### config.mk
export PLATFORM = sky130hd
export DESIGN_NAME = bcd_ripple_sampler
export DESIGN_NICKNAME = d
export VERILOG_FILES = /design/src/rtl/bcd_pkg.sv /design/src/rtl/bcd_sync_filter.sv /design/src/rtl/bcd_ripple_sampler.sv
export SDC_FILE = /design/constraint.sdc
export NUM_CORES = 1
export LEC_CHECK = 0
export ABC_CLOCK_PERIOD_IN_PS = 2250
export CELL_PAD_IN_SITES_DETAIL_PLACEMENT = 1
export CELL_PAD_IN_SITES_GLOBAL_PLACEMENT = 1
export CORE_AREA = 2 2 85 87
export DETAILED_ROUTE_END_ITERATION = 16
export DIE_AREA = 0 0 87 89
export PLACE_DENSITY = 0.78
export SLEW_MARGIN = 20
export SYNTH_ARGS = -nofsm -noshare
export SYNTH_HDL_FRONTEND = slang
export SYNTH_HIERARCHICAL = 1
export SYNTH_SLANG_ARGS = --single-unit
### constraint.sdc
create_clock -name sys_clk -period 2.25 [get_ports sys_clk]
set_input_delay 0.675 -clock sys_clk [delete_from_list [all_inputs] [get_ports sys_clk]]
set_output_delay 0.675 -clock sys_clk [all_outputs]
set_load 0.05 [all_outputs]
### src/rtl/bcd_pkg.sv
// -----------------------------------------------------------------------------
// bcd_pkg
// Shared definitions for the BCD ripple-counter sampler:
//   BCD_MAX      - largest legal BCD digit
//   filt_state_t - states of the stability filter FSM
//   bcd_to_seg   - active-high {g,f,e,d,c,b,a} pattern for a digit;
//                  codes above 9 return a blank pattern
// -----------------------------------------------------------------------------
package bcd_pkg;

    localparam logic [3:0] BCD_MAX = 4'd9;

    typedef enum logic [1:0] {
        WAIT_INIT = 2'd0,
        TRACK     = 2'd1,
        ACCEPT    = 2'd2
    } filt_state_t;

    function automatic logic [6:0] bcd_to_seg(input logic [3:0] bcd);
        logic [6:0] seg;
        case (bcd)
            4'd0:    seg = 7'h3F;
            4'd1:    seg = 7'h06;
            4'd2:    seg = 7'h5B;
            4'd3:    seg = 7'h4F;
            4'd4:    seg = 7'h66;
            4'd5:    seg = 7'h6D;
            4'd6:    seg = 7'h7D;
            4'd7:    seg = 7'h07;
            4'd8:    seg = 7'h7F;
            4'd9:    seg = 7'h6F;
            default: seg = 7'h00;
        endcase
        return seg;
    endfunction

endpackage

### src/rtl/bcd_sync_filter.sv
// -----------------------------------------------------------------------------
// bcd_sync_filter
// Brings the asynchronous 4-bit ripple-counter value into the i_clk domain and
// accepts a value only after it has been seen on STABLE_CYCLES consecutive
// synchronized samples. Each held value is accepted exactly once.
//
// Ports:
//   i_clk        in   system clock (rising edge)
//   i_rst        in   asynchronous active-high reset
//   i_cnt[3:0]   in   raw counter value, asynchronous, may glitch
//   o_acc_strobe out  one-cycle strobe while the FSM is in ACCEPT
//   o_acc_val    out  accepted value, meaningful while o_acc_strobe = 1
//
// Handshake: o_acc_strobe is a single-cycle valid with no ready; the consumer
// must take o_acc_val in the cycle the strobe is high.
// -----------------------------------------------------------------------------
module bcd_sync_filter
    import bcd_pkg::*;
#(
    parameter int SYNC_STAGES   = 2,
    parameter int STABLE_CYCLES = 3
) (
    input  logic       i_clk,
    input  logic       i_rst,
    input  logic [3:0] i_cnt,
    output logic       o_acc_strobe,
    output logic [3:0] o_acc_val
);

    localparam logic [3:0] STAB_LAST = 4'(STABLE_CYCLES - 1);

    logic [3:0]             r_sync [SYNC_STAGES];
    // Tracks how far real samples have travelled down the synchronizer, so
    // reset values in the chain are never mistaken for a counter reading.
    logic [SYNC_STAGES-1:0] r_fill;

    filt_state_t r_state;
    filt_state_t w_state_nxt;
    logic [3:0]  r_cand;
    logic        r_cand_vld;
    logic [3:0]  r_cnt;      // identical samples seen beyond the first
    logic        r_done;     // current candidate already accepted

    logic [3:0] w_s_val;
    logic       w_s_valid;
    logic       w_new;
    logic       w_hold;
    logic       w_fire;
    logic [3:0] w_cnt_nxt;

    assign w_s_val   = r_sync[SYNC_STAGES-1];
    assign w_s_valid = r_fill[SYNC_STAGES-1];

    always_ff @(posedge i_clk or posedge i_rst) begin
        if (i_rst) begin
            for (int i = 0; i < SYNC_STAGES; i++) r_sync[i] <= 4'd0;
            r_fill <= '0;
        end else begin
            r_sync[0] <= i_cnt;
            for (int i = 1; i < SYNC_STAGES; i++) r_sync[i] <= r_sync[i-1];
            r_fill <= {r_fill[SYNC_STAGES-2:0], 1'b1};
        end
    end

    always_comb begin
        w_new       = 1'b0;
        w_hold      = 1'b0;
        w_cnt_nxt   = r_cnt;
        w_fire      = 1'b0;
        w_state_nxt = r_state;

        w_new  = w_s_valid && (!r_cand_vld || (w_s_val != r_cand));
        w_hold = w_s_valid && r_cand_vld && (w_s_val == r_cand);

        if (w_new) begin
            w_cnt_nxt = 4'd0;
        end else if (w_hold && (r_cnt != STAB_LAST)) begin
            w_cnt_nxt = r_cnt + 4'd1;
        end

        // Fire on the sample that completes the stability window.
        w_fire = (w_new || (w_hold && !r_done)) && (w_cnt_nxt == STAB_LAST);

        // WAIT_INIT only leaves via ACCEPT; ACCEPT always lasts one cycle.
        if (r_state == ACCEPT) w_state_nxt = TRACK;
        if (w_fire)            w_state_nxt = ACCEPT;
    end

    always_ff @(posedge i_clk or posedge i_rst) begin
        if (i_rst) begin
            r_state    <= WAIT_INIT;
            r_cand     <= 4'd0;
            r_cand_vld <= 1'b0;
            r_cnt      <= 4'd0;
            r_done     <= 1'b0;
        end else begin
            r_state <= w_state_nxt;
            r_cnt   <= w_cnt_nxt;
            if (w_new) begin
                r_cand     <= w_s_val;
                r_cand_vld <= 1'b1;
            end
            if (w_fire)     r_done <= 1'b1;
            else if (w_new) r_done <= 1'b0;
        end
    end

    assign o_acc_strobe = (r_state == ACCEPT);
    assign o_acc_val    = r_cand;

endmodule

### src/rtl/bcd_ripple_sampler.sv
// -----------------------------------------------------------------------------
// bcd_ripple_sampler
// Samples a BCD ones digit from an asynchronous mod-10 ripple counter, filters
// ripple transients, extends the count with a tens digit and drives two
// registered 7-segment patterns.
//
// Ports:
//   sys_clk        in   system clock (rising edge)
//   internal_reset in   asynchronous active-high reset
//   cnt_in[3:0]    in   BCD value from the ripple counter (asynchronous)
//   clr_flags      in   single-cycle pulse clearing err_code and skip_flag
//   ones_q[3:0]    out  accepted ones digit
//   tens_q[3:0]    out  tens digit
//   digit_valid    out  high once a first digit has been accepted
//   wrap_pulse     out  one cycle on an accepted 9->0 ones step
//   ovf_pulse      out  one cycle when tens wraps 9->0 (with wrap_pulse)
//   err_code       out  sticky: a code above 9 was accepted by the filter
//   skip_flag      out  sticky: accepted digit was not prev or prev+1 mod 10
//   seg_ones[6:0]  out  {g..a} pattern for ones_q, blank until digit_valid
//   seg_tens[6:0]  out  {g..a} pattern for tens_q, blank until digit_valid
// -----------------------------------------------------------------------------
module bcd_ripple_sampler
    import bcd_pkg::*;
#(
    parameter int SYNC_STAGES    = 2,
    parameter int STABLE_CYCLES  = 3,
    parameter bit SEG_ACTIVE_LOW = 1'b1
) (
    input  logic       sys_clk,
    input  logic       internal_reset,
    input  logic [3:0] cnt_in,
    input  logic       clr_flags,
    output logic [3:0] ones_q,
    output logic [3:0] tens_q,
    output logic       digit_valid,
    output logic       wrap_pulse,
    output logic       ovf_pulse,
    output logic       err_code,
    output logic       skip_flag,
    output logic [6:0] seg_ones,
    output logic [6:0] seg_tens
);

    localparam logic [6:0] SEG_BLANK = SEG_ACTIVE_LOW ? 7'h7F : 7'h00;

    function automatic logic [6:0] seg_drive(input logic [3:0] val);
        return SEG_ACTIVE_LOW ? ~bcd_to_seg(val) : bcd_to_seg(val);
    endfunction

    logic       w_acc_strobe;
    logic [3:0] w_acc_val;

    bcd_sync_filter #(
        .SYNC_STAGES  (SYNC_STAGES),
        .STABLE_CYCLES(STABLE_CYCLES)
    ) u_filter (
        .i_clk       (sys_clk),
        .i_rst       (internal_reset),
        .i_cnt       (cnt_in),
        .o_acc_strobe(w_acc_strobe),
        .o_acc_val   (w_acc_val)
    );

    logic [3:0] r_ones, r_tens;
    logic       r_valid, r_wrap, r_ovf, r_err, r_skip;
    logic [6:0] r_seg_ones, r_seg_tens;

    logic       w_take, w_wrap, w_ovf, w_skip_set, w_err_set, w_valid_nxt;
    logic [3:0] w_ones_inc, w_ones_nxt, w_tens_nxt;

    always_comb begin
        w_take      = w_acc_strobe && (w_acc_val <= BCD_MAX);
        w_err_set   = w_acc_strobe && (w_acc_val > BCD_MAX);
        w_ones_inc  = (r_ones == BCD_MAX) ? 4'd0 : r_ones + 4'd1;
        // Step checks only apply once there is a previous digit to compare.
        w_wrap      = w_take && r_valid && (r_ones == BCD_MAX) && (w_acc_val == 4'd0);
        w_ovf       = w_wrap && (r_tens == BCD_MAX);
        w_skip_set  = w_take && r_valid && (w_acc_val != r_ones) && (w_acc_val != w_ones_inc);
        w_ones_nxt  = w_take ? w_acc_val : r_ones;
        w_tens_nxt  = r_tens;
        if (w_wrap) w_tens_nxt = (r_tens == BCD_MAX) ? 4'd0 : r_tens + 4'd1;
        w_valid_nxt = r_valid || w_take;
    end

    always_ff @(posedge sys_clk or posedge internal_reset) begin
        if (internal_reset) begin
            r_ones     <= 4'd0;
            r_tens     <= 4'd0;
            r_valid    <= 1'b0;
            r_wrap     <= 1'b0;
            r_ovf      <= 1'b0;
            r_err      <= 1'b0;
            r_skip     <= 1'b0;
            r_seg_ones <= SEG_BLANK;
            r_seg_tens <= SEG_BLANK;
        end else begin
            r_ones  <= w_ones_nxt;
            r_tens  <= w_tens_nxt;
            r_valid <= w_valid_nxt;
            r_wrap  <= w_wrap;
            r_ovf   <= w_ovf;
            // Set beats clear when both happen in the same cycle.
            if (w_err_set)      r_err <= 1'b1;
            else if (clr_flags) r_err <= 1'b0;
            if (w_skip_set)     r_skip <= 1'b1;
            else if (clr_flags) r_skip <= 1'b0;
            // Encoded from next-state digits so segments move with the digits.
            r_seg_ones <= w_valid_nxt ? seg_drive(w_ones_nxt) : SEG_BLANK;
            r_seg_tens <= w_valid_nxt ? seg_drive(w_tens_nxt) : SEG_BLANK;
        end
    end

    assign ones_q      = r_ones;
    assign tens_q      = r_tens;
    assign digit_valid = r_valid;
    assign wrap_pulse  = r_wrap;
    assign ovf_pulse   = r_ovf;
    assign err_code    = r_err;
    assign skip_flag   = r_skip;
    assign seg_ones    = r_seg_ones;
    assign seg_tens    = r_seg_tens;

endmodule
# After elaboration in Yosys (flattened, before gate mapping)
# Memories as Yosys holds them, arrays and structs flattened.
# Index checks and enable logic that the tools add are counted.
# totals
reg_bits,49
rom_bits,224
inputBits,7
word_cells,74
n_memories,2
# classes
n_addsub,3
n_lt_le_gt_ge,2
n_eq_ne,9
n_mux,15
n_bitwise,2
reduce_logical,24
# mem_list
name,words,width,read_ports,rd_ports_with_merged_regs,write_ports,line,text
(no name shown),16,7,1,0,0,bcd_pkg.sv:21,case (bcd)
(no name shown),16,7,1,0,0,bcd_pkg.sv:21,
# ops
op,count
2-to-1 mux 4 bit,6
logical AND 1 bit,14
2-to-1 mux 7 bit,2
NOT 7 bit,2
adder 4 x 1 -> 4 bit (second input constant),3
inequality test 4 bit,3
== test 4 bit (second input constant),2
nonzero test 2 bit,4
2-to-1 mux 1 bit,5
== test 4 x 2 -> 1 bit (second input constant),1
== test 4 bit,1
> comparator 4 bit (second input constant),1
<= comparator 4 bit (second input constant),1
logical NOT 4 bit,1
2-to-1 mux 2 bit,2
inequality test 4 x 2 -> 1 bit (second input constant),1
logical OR 1 bit,3
== test 2 bit (second input constant),1
logical NOT 1 bit,2

# Depth between registers and ports, before layout
# An unclocked memory read counts as a cell.
# logic_depth
ltp_word,9
mapped_depth,9
mapped_depth_nobuf,9

# Hierarchy
# Netlist, hierarchy kept.
# modules_own_cells
module,instances,cells_per_inst,area_per_inst_um2,seq_area_each_um2
bcd_ripple_sampler,1,160,1609.0,693.2
bcd_sync_filter,1,79,983.4,550.5

# Least setup slack after synthesis
# Ideal clock, no wire load.
# synth_path
kind,flip-flop to flip-flop
start,register r_ones[0] (netlist: ones_q[0])
end,register r_seg_tens[2] (netlist: seg_tens[2])
setup_ps,85
arrival_ps,2321
t_required_ps,2165
path_slack_ps,-156
path_stages_with_launch,9
cell_sequence,dfrtp_1 nor4b_4 nand4_2 mux2i_1 inv_1 ha_1 nand2b_1 a21oi_1 o31ai_1
# synth_between
elab_chain_cells,7
# synth_rtl
item,line,text
"start, declared",bcd_ripple_sampler.sv:64,"logic [3:0] r_ones, r_tens;"
"start signal, assigned",bcd_ripple_sampler.sv:97,r_ones <= w_ones_nxt;
== test 4 bit,bcd_ripple_sampler.sv:76,w_wrap = w_take && r_valid && (r_ones == BCD_MAX) && (w_acc_val == 4'd0);
logical AND 1 bit (2 in a row),bcd_ripple_sampler.sv:76,
2-to-1 mux 4 bit,bcd_ripple_sampler.sv:81,if (w_wrap) w_tens_nxt = (r_tens == BCD_MAX) ? 4'd0 : r_tens + 4'd1;
named net w_tens_nxt[1],bcd_ripple_sampler.sv:69,"logic [3:0] w_ones_inc, w_ones_nxt, w_tens_nxt;"
memory (16 x 7 bit),-,
NOT 7 bit,bcd_ripple_sampler.sv:47,return SEG_ACTIVE_LOW ? ~bcd_to_seg(val) : bcd_to_seg(val);
2-to-1 mux 7 bit,bcd_ripple_sampler.sv:109,r_seg_tens <= w_valid_nxt ? seg_drive(w_tens_nxt) : SEG_BLANK;
"end signal, assigned",bcd_ripple_sampler.sv:109,
"end, declared",bcd_ripple_sampler.sv:66,"logic [6:0] r_seg_ones, r_seg_tens;"
# The timed path passes the listed nets, and every way through them passes these cells.
# A chain may end at the register's enable or synchronous reset.

# Worst setup path in the final report
# layout_path
start,register r_skip (netlist: skip_flag)
end,output skip_flag
# layout_rtl
item,line,text
"start, declared",bcd_ripple_sampler.sv:65,"logic r_valid, r_wrap, r_ovf, r_err, r_skip;"
"start signal, assigned",bcd_ripple_sampler.sv:93,r_skip <= 1'b0;
"start signal, assigned",bcd_ripple_sampler.sv:105,if (w_skip_set) r_skip <= 1'b1;
"start signal, assigned",bcd_ripple_sampler.sv:106,else if (clr_flags) r_skip <= 1'b0;
"end, declared",bcd_ripple_sampler.sv:39,"output logic skip_flag,"
# No word-level cell between the ends.

==> flow_summary.json <==
{
  "ys_seq_area_frac": 0.480,
  "design.die.area_mm2": 0.00774,
  "worst_slew_pin_slew_ns": 0.495,
  "vias_per_cell": 5.36,
  "floorplan.initialDensity": 0.386,
  "p_leak_nw": 1.51,
  "root_buffer": "clkbuf_8",
  "syn_area_mm2": 0.00259,
  "final_util": 0.485,
  "die_y_um": 89,
  "post-route-period-util": 0.971,
  "clkTransAtPathRegs_ns": 0.09,
  "vdd_drop_max_v": 0.000367,
  "placed_area_mm2": 0.00308,
  "h-tree-depth": 2,
  "ant_nets": 0,
  "drc_errors": 0,
  "worstHoldStart": "u_filter/r_fill[0]",
  "end_kind": "output port",
  "timing.rr.end": "seg_tens[2]",
  "hpwl_mm": 4.62,
  "worstPathMaxFanout": 2,
  "cts_buffer_depth": 2,
  "cp.arrival_ns": 1.51,
  "r2r_start": "u_filter/o_acc_val[2]",
  "clkLatencyLatePin_ns": 0.30,
  "min_path_cells": 0,
  "fin_tns_setup_ns": 0,
  "core-area_mm2": 0.00672,
  "power_density_mw_per_mm2": 772,
  "final_common_cell": "buf_4",
  "drive_above_1_share": 0.313,
  "max_freq_mhz": 458,
  "hold_class": "reg2reg",
  "final.setup_skew_ns": 0.0100,
  "final_cell_count_no_fill": 377,
  "crit_slowest_cell": "clkdlybuf4s50_1",
  "final_nets": 314,
  "drtPass1Iterations": 4,
  "fin_crit_ns": 2.18,
  "cts.sinks": 49,
  "synth-main-ff-cell": "dfrtp_1",
  "setup_ws_ns": 0.0655,
  "cap_violations": 0,
  "max_slew_margin": 0.667,
  "design_area_mm2": 0.00326,
  "grt_pass1_vias": 2067,
  "portBuffers": 33,
  "overflow": 0,
  "track_usage": 0.173,
  "routed_wl_mm": 6.40,
  "cp-start-kind": "register",
  "first_iter_violations": 40,
  "min_to": "u_filter/r_fill[1]",
  "r2r_setup_slack_ns": 0.07,
  "rr_worst_depth": 8,
  "grt_max_degree": 28,
  "hold_viol": 0,
  "critPathTopFamily": "buffers and inverters",
  "final_cell_mix": "46 x buf_4, 32 x dfrtp_1, 21 x inv_1",
  "route.vias.total": 2020,
  "die_w_um": 87,
  "drv_slew": 0,
  "ys_ff_latch": 49,
  "syn-num-nets": 257,
  "setup_violations": 0,
  "cts_tree": "done",
  "crit_type": "reg2out",
  "io_pins": 34,
  "synth-edff-count": 0,
  "ctsHoldBuffers": 0,
  "rows": 30,
  "path_depth": 1,
  "critPathBufInv": 1,
  "diodes": 0,
  "synth.avg_cell_area_um2": 10.8,
  "ys_async_sr_fraction": 1.00,
  "slowest_delay_ns": 0.81,
  "rsz0062_at_grt": "true",
  "placedCellCount": 363,
  "yosysUniqueCellTypes": 62,
  "netlist_instances": 239,
  "post_drt_wl_per_cell_um": 17.0,
  "pre_cts_slack_ns": 0.0791,
  "cp_data_required_time_ns": 1.57,
  "path_cells": "clkdlybuf4s50_1",
  "yosys_warnings": 6,
  "gp_congestion": 0.890,
  "grt_pass1_wl_mm": 10.4,
  "cts-buffers-inserted": 5,
  "area_growth_pct": 25.6,
  "status": "completed",
  "antenna_found_initial": 0
}
## sequential cells by signal (all words and copies together), names as in the netlist
signal / cells
seg_ones: 7
seg_tens: 7
ones_q: 4
tens_q: 4
u_filter/o_acc_val: 4
u_filter/r_cnt: 4
u_filter/r_sync: 4
u_filter/w_s_val: 4
u_filter/r_fill: 2
u_filter/r_state: 2
digit_valid: 1
err_code: 1
ovf_pulse: 1
skip_flag: 1
u_filter/r_cand_vld: 1
u_filter/r_done: 1
wrap_pulse: 1
## logic make-up after synthesis
family,after synthesis,synth area share
other cells,1,0.00145
fa+ha+maj,11,0.0531
flops,49,0.480
mux,11,0.0512
xor+xnor,9,0.0333
buf+inv,30,0.0463
compound gates,60,0.159
simple gates,68,0.176
## power breakdown
group          leakage, nW  internal [mW]  switching, mW
Clock               0.0585          0.363          0.294
Sequential           0.591           1.01         0.0815
Combinational        0.864          0.273          0.497
Total                 1.51           1.64          0.872
## synth_stat cells, types with 6 or more instances
master   count  area [µm²]
a21oi_1     13        65.1
dfrtp_1     35         876
dfstp_2     14         368
ha_1        11         138
inv_1       21        78.8
nand2_1     10        37.5
nor2_1       9        33.8
nor2b_1     13        81.3
o21ai_0      6        30.0
o21ai_1     10        50.1
xnor2_1      7        61.3
## worst max-delay path by stage
stage	start	to	slack, ns
floorplan	ones_q[1]	seg_tens[2]	0.06
global placement	u_filter/o_acc_val[2]	seg_tens[2]	0.18
detailed placement	u_filter/o_acc_val[2]	seg_tens[2]	0.08
CTS	skip_flag	skip_flag	0.04
global route	u_filter/o_acc_val[2]	seg_tens[2]	-0.14
finish	skip_flag	skip_flag	0.07
## final cells by class
cell class                 instances  area (µm²)
clock inverter                     1        30.0
multi-input combinational        160        1260
sequential                        49        1250
clock buffer                       7        86.3
tap                               80         100
timing repair buffer              56         445
fill                             745        3460
inverter                          24        90.1
## layer usage
layer,share of wire,global-route usage,vias up
li1,-,-,955
met1,0.45,0.226,1023
met2,0.51,0.298,36
met3,0.024,0.0249,6
met4,0.013,0.0526,0
met5,0,0,-
## timing repair
item / in CTS / in global routing
endpoints found under the hold margin: 0 / 0
setup buffers: 0 / 6
setup endpoints to repair: 0 / 6
resized for setup: 0 / 4
## through the flow
| step | power, mW | hold slack [ns] |
|---|---|---|
| after floorplan | 1.62 | 0.331 |
| after global placement | 1.84 | 0.332 |
| after detailed placement | 1.86 | 0.336 |
| after CTS | 2.53 | 0.357 |
| after global routing | 2.64 | 0.369 |
| final | 2.51 | 0.354 |
Power figures use the tool's default switching activity.
==> RTL edit (config.mk and constraints unchanged) <==
Re-encode `filt_state_t` (3 states) as one-hot, 3 bits wide.
--- a/src/rtl/bcd_pkg.sv
+++ b/src/rtl/bcd_pkg.sv
@@ -11,8 +11,8 @@
     localparam logic [3:0] BCD_MAX = 4'd9;
 
-    typedef enum logic [1:0] {
-        WAIT_INIT = 2'd0,
-        TRACK     = 2'd1,
-        ACCEPT    = 2'd2
+    typedef enum logic [2:0] {
+        WAIT_INIT = 3'b001,
+        TRACK     = 3'b010,
+        ACCEPT    = 3'b100
     } filt_state_t;
 
Check against the original RTL: no difference found for any inputs over 10 cycles, from zero or initial values and one cycle with internal_reset high; not proved beyond that.
==> RTL edit against the original RTL <==
Wire length down 6.0%; critical path depth up 8; cell area down 1.9%; clock skew down 5.5 ps; setup slack worse by 17 ps; sequential cell count up 1; synthesized area down 0.87%; hold slack better by 2.7 ps.
Power is not compared: it rests on default switching activity, and its combinational part moved more than twofold at a synthesized area within 25%.
==> RTL edit: results (changes against the original RTL) <==
stage;metric;value;unit;change
clocking;Worst-path clk slew;90;ps;about the same
clocking;cts bufs inserted;5;;unchanged
synth;Ys Warns;6;;unchanged
sta;Worst Max-Slew Pin Slew;512;ps;was 495 ps
synth;leading post-synthesis cells by cell area;dfrtp_1 34%, dfstp_2 15%, ha_1 5.4%;;was dfrtp_1 34%, dfstp_2 14%, ha_1 5.3%
final_layout;Non-Filler Instances;367;;was 377
critical_path;worst-path fanout max;4;;was 2
drt;DRT iter0 DRCs;98;;was 40
drt;post-route ant nets;0;;unchanged
min_path;Hold Path Class;reg2reg;;unchanged
final_layout;layout cells sized above 1;31.7;%;was 31.3%
drt;Vias/cell;5.34;;was 5.36
drt;DRT Pass-1 Iters;4;;unchanged
synth;register area share after synthesis;49.4;%;was 48.0%
placed_design;final RePlAce weighted congestion;0.819;;was 0.890
pwr;VDD IR-drop max;0.918;mV;
clocking;H-tree depth;2;;unchanged
critical_path;critical path endpoint;seg_tens[2];;was skip_flag
synth;syn_area_per_cell;11.0;um^2;was 10.8 um^2
synth;syn nets;252;;was 257
critical_path;CP max stage delay;410;ps;was 810 ps
placed_design;Place WS;27.7;ps;was 79.1 ps
critical_path;R2R Setup Slk;50;ps;was 70 ps
global_route;number of global-route vias before repair;1978;;was 2067
clocking;Root Driver;clkbuf_8;;unchanged
final_layout;Nets;304;;was 314
synth;library cells used by synthesis;61;;was 62
global_route;first-pass GRT wire length;10.1;mm;was 10.4 mm
clocking;Max clock buf depth;2;;unchanged
final_layout;ant diodes;0;;unchanged
critical_path;Critical Path Source;u_filter/r_state[1];;was skip_flag
sta;clk_skew;4.48;ps;was 10.0 ps
drt;Routed WL per cell;16.4;um;was 17.0 um
critical_path;Slowest cell on crit path;dfrtp_1;;was clkdlybuf4s50_1
synth;Synth async-reset ratio;100;%;unchanged
clocking;Clk Latency, worst-skew pair;300;ps;about the same
critical_path;R2R cell count;9;;was 8
placed_design;Port Buf Inserts;33;;unchanged
synth;Synth top cells by count;35 x dfrtp_1, 22 x inv_1, 15 x dfstp_2, 14 x a21oi_1;;was 35 x dfrtp_1, 21 x inv_1, 14 x dfstp_2, 13 x a21oi_1, 13 x nor2b_1
sta;Final min period;2200;ps;was 2180 ps
min_path;hold_sp;u_filter/r_sync[5];;was u_filter/r_fill[0]
pwr;leak pwr;1.48;nW;
global_route;largest net degree at the start of global routing;28;;unchanged
status;outcome;complete, no violations;;unchanged
global_route;Global Route Usage Sum;16.8;%;was 17.3%
global_route;antenna violations before repair;0;;unchanged
placed_design;Placed Cells incl. Taps;356;;was 363
placed_design;dpl hpwl;4.42;mm;was 4.62 mm
critical_path;Top Family by Delay on Critical Path;simple AND/OR/NAND/NOR gates;;was buffers and inverters
==> RTL edit: changes by cell type after synthesis, sizes merged, moves of 2 or more <==
cell | unedited run | this run
a211oi | 4 | 1
nand4 | 6 | 4
nor2 | 9 | 7
nor2b | 13 | 7
nor4 | 3 | 1
nor4b | 3 | 1
o31ai | 2 | 4
xnor2 | 8 | 12
==> RTL edit: what timing repair did <==
item / in CTS / in global routing
endpoints found under the hold margin: 0 / 0
gates resized for setup: 2 / 2
buffers inserted: 1 / 2
endpoints found under the setup margin: 1 / 8
pin swaps: 1 / 6
==> RTL edit: cell families after synthesis <==
logic type      share of synthesized area, %
compound gates                          16.7
xor+xnor                                4.72
fa+ha+maj                               5.36
buf+inv                                 4.82
flops                                   49.4
mux                                     4.72
other cells                            0.146
simple gates                            14.2
==> RTL edit: worst min path at each step <==
stage,to,slack [ps],cells past startpoint
6_report,u_filter/w_s_val[1],360,0
5_1_grt,u_filter/w_s_val[1],360,0
4_1_cts,u_filter/w_s_val[2],360,0
3_5_place_dp,u_filter/w_s_val[1],340,0
3_3_place_gp,u_filter/w_s_val[0],330,0
2_1_floorplan,u_filter/r_fill[1],330,0
==> RTL edit: metal layers <==
metal	vias up	routed length, um	part of all wire [%]	track usage [%]
met5	-	0	0	0
met1	983	2770	46	22.5
li1	933	-	-	-
met2	38	3010	50	28.0
met4	0	80	1.3	5.26
met3	6	158	2.6	2.95
==> RTL edit: area by class of cell <==
type | count | area, um^2
inverter | 24 | 90.1
sequential | 50 | 1270
tap | 80 | 100
clock buffer | 5 | 68.8
fill | 743 | 3530
timing repair buffer | 52 | 413
multi-input combinational | 153 | 1210
clock inverter | 3 | 40.0
==> RTL edit: where the power goes <==
part           leakage, nW  total, W  switching, W  internal (W)
combinational        0.829   0.00162       0.00107      0.000552
clock               0.0579  0.000637      0.000309      0.000328
sequential           0.597   0.00131      0.000153       0.00115
total                 1.48   0.00356       0.00153       0.00203
==> RTL edit: through the flow <==
step	power (W)	cell area (um^2)
6_report	0.00356	3190
5_1_grt	0.00378	3190
4_1_cts	0.00360	3180
3_5_place_dp	0.00294	3050
3_3_place_gp	0.00288	3050
2_1_floorplan	0.00243	2590
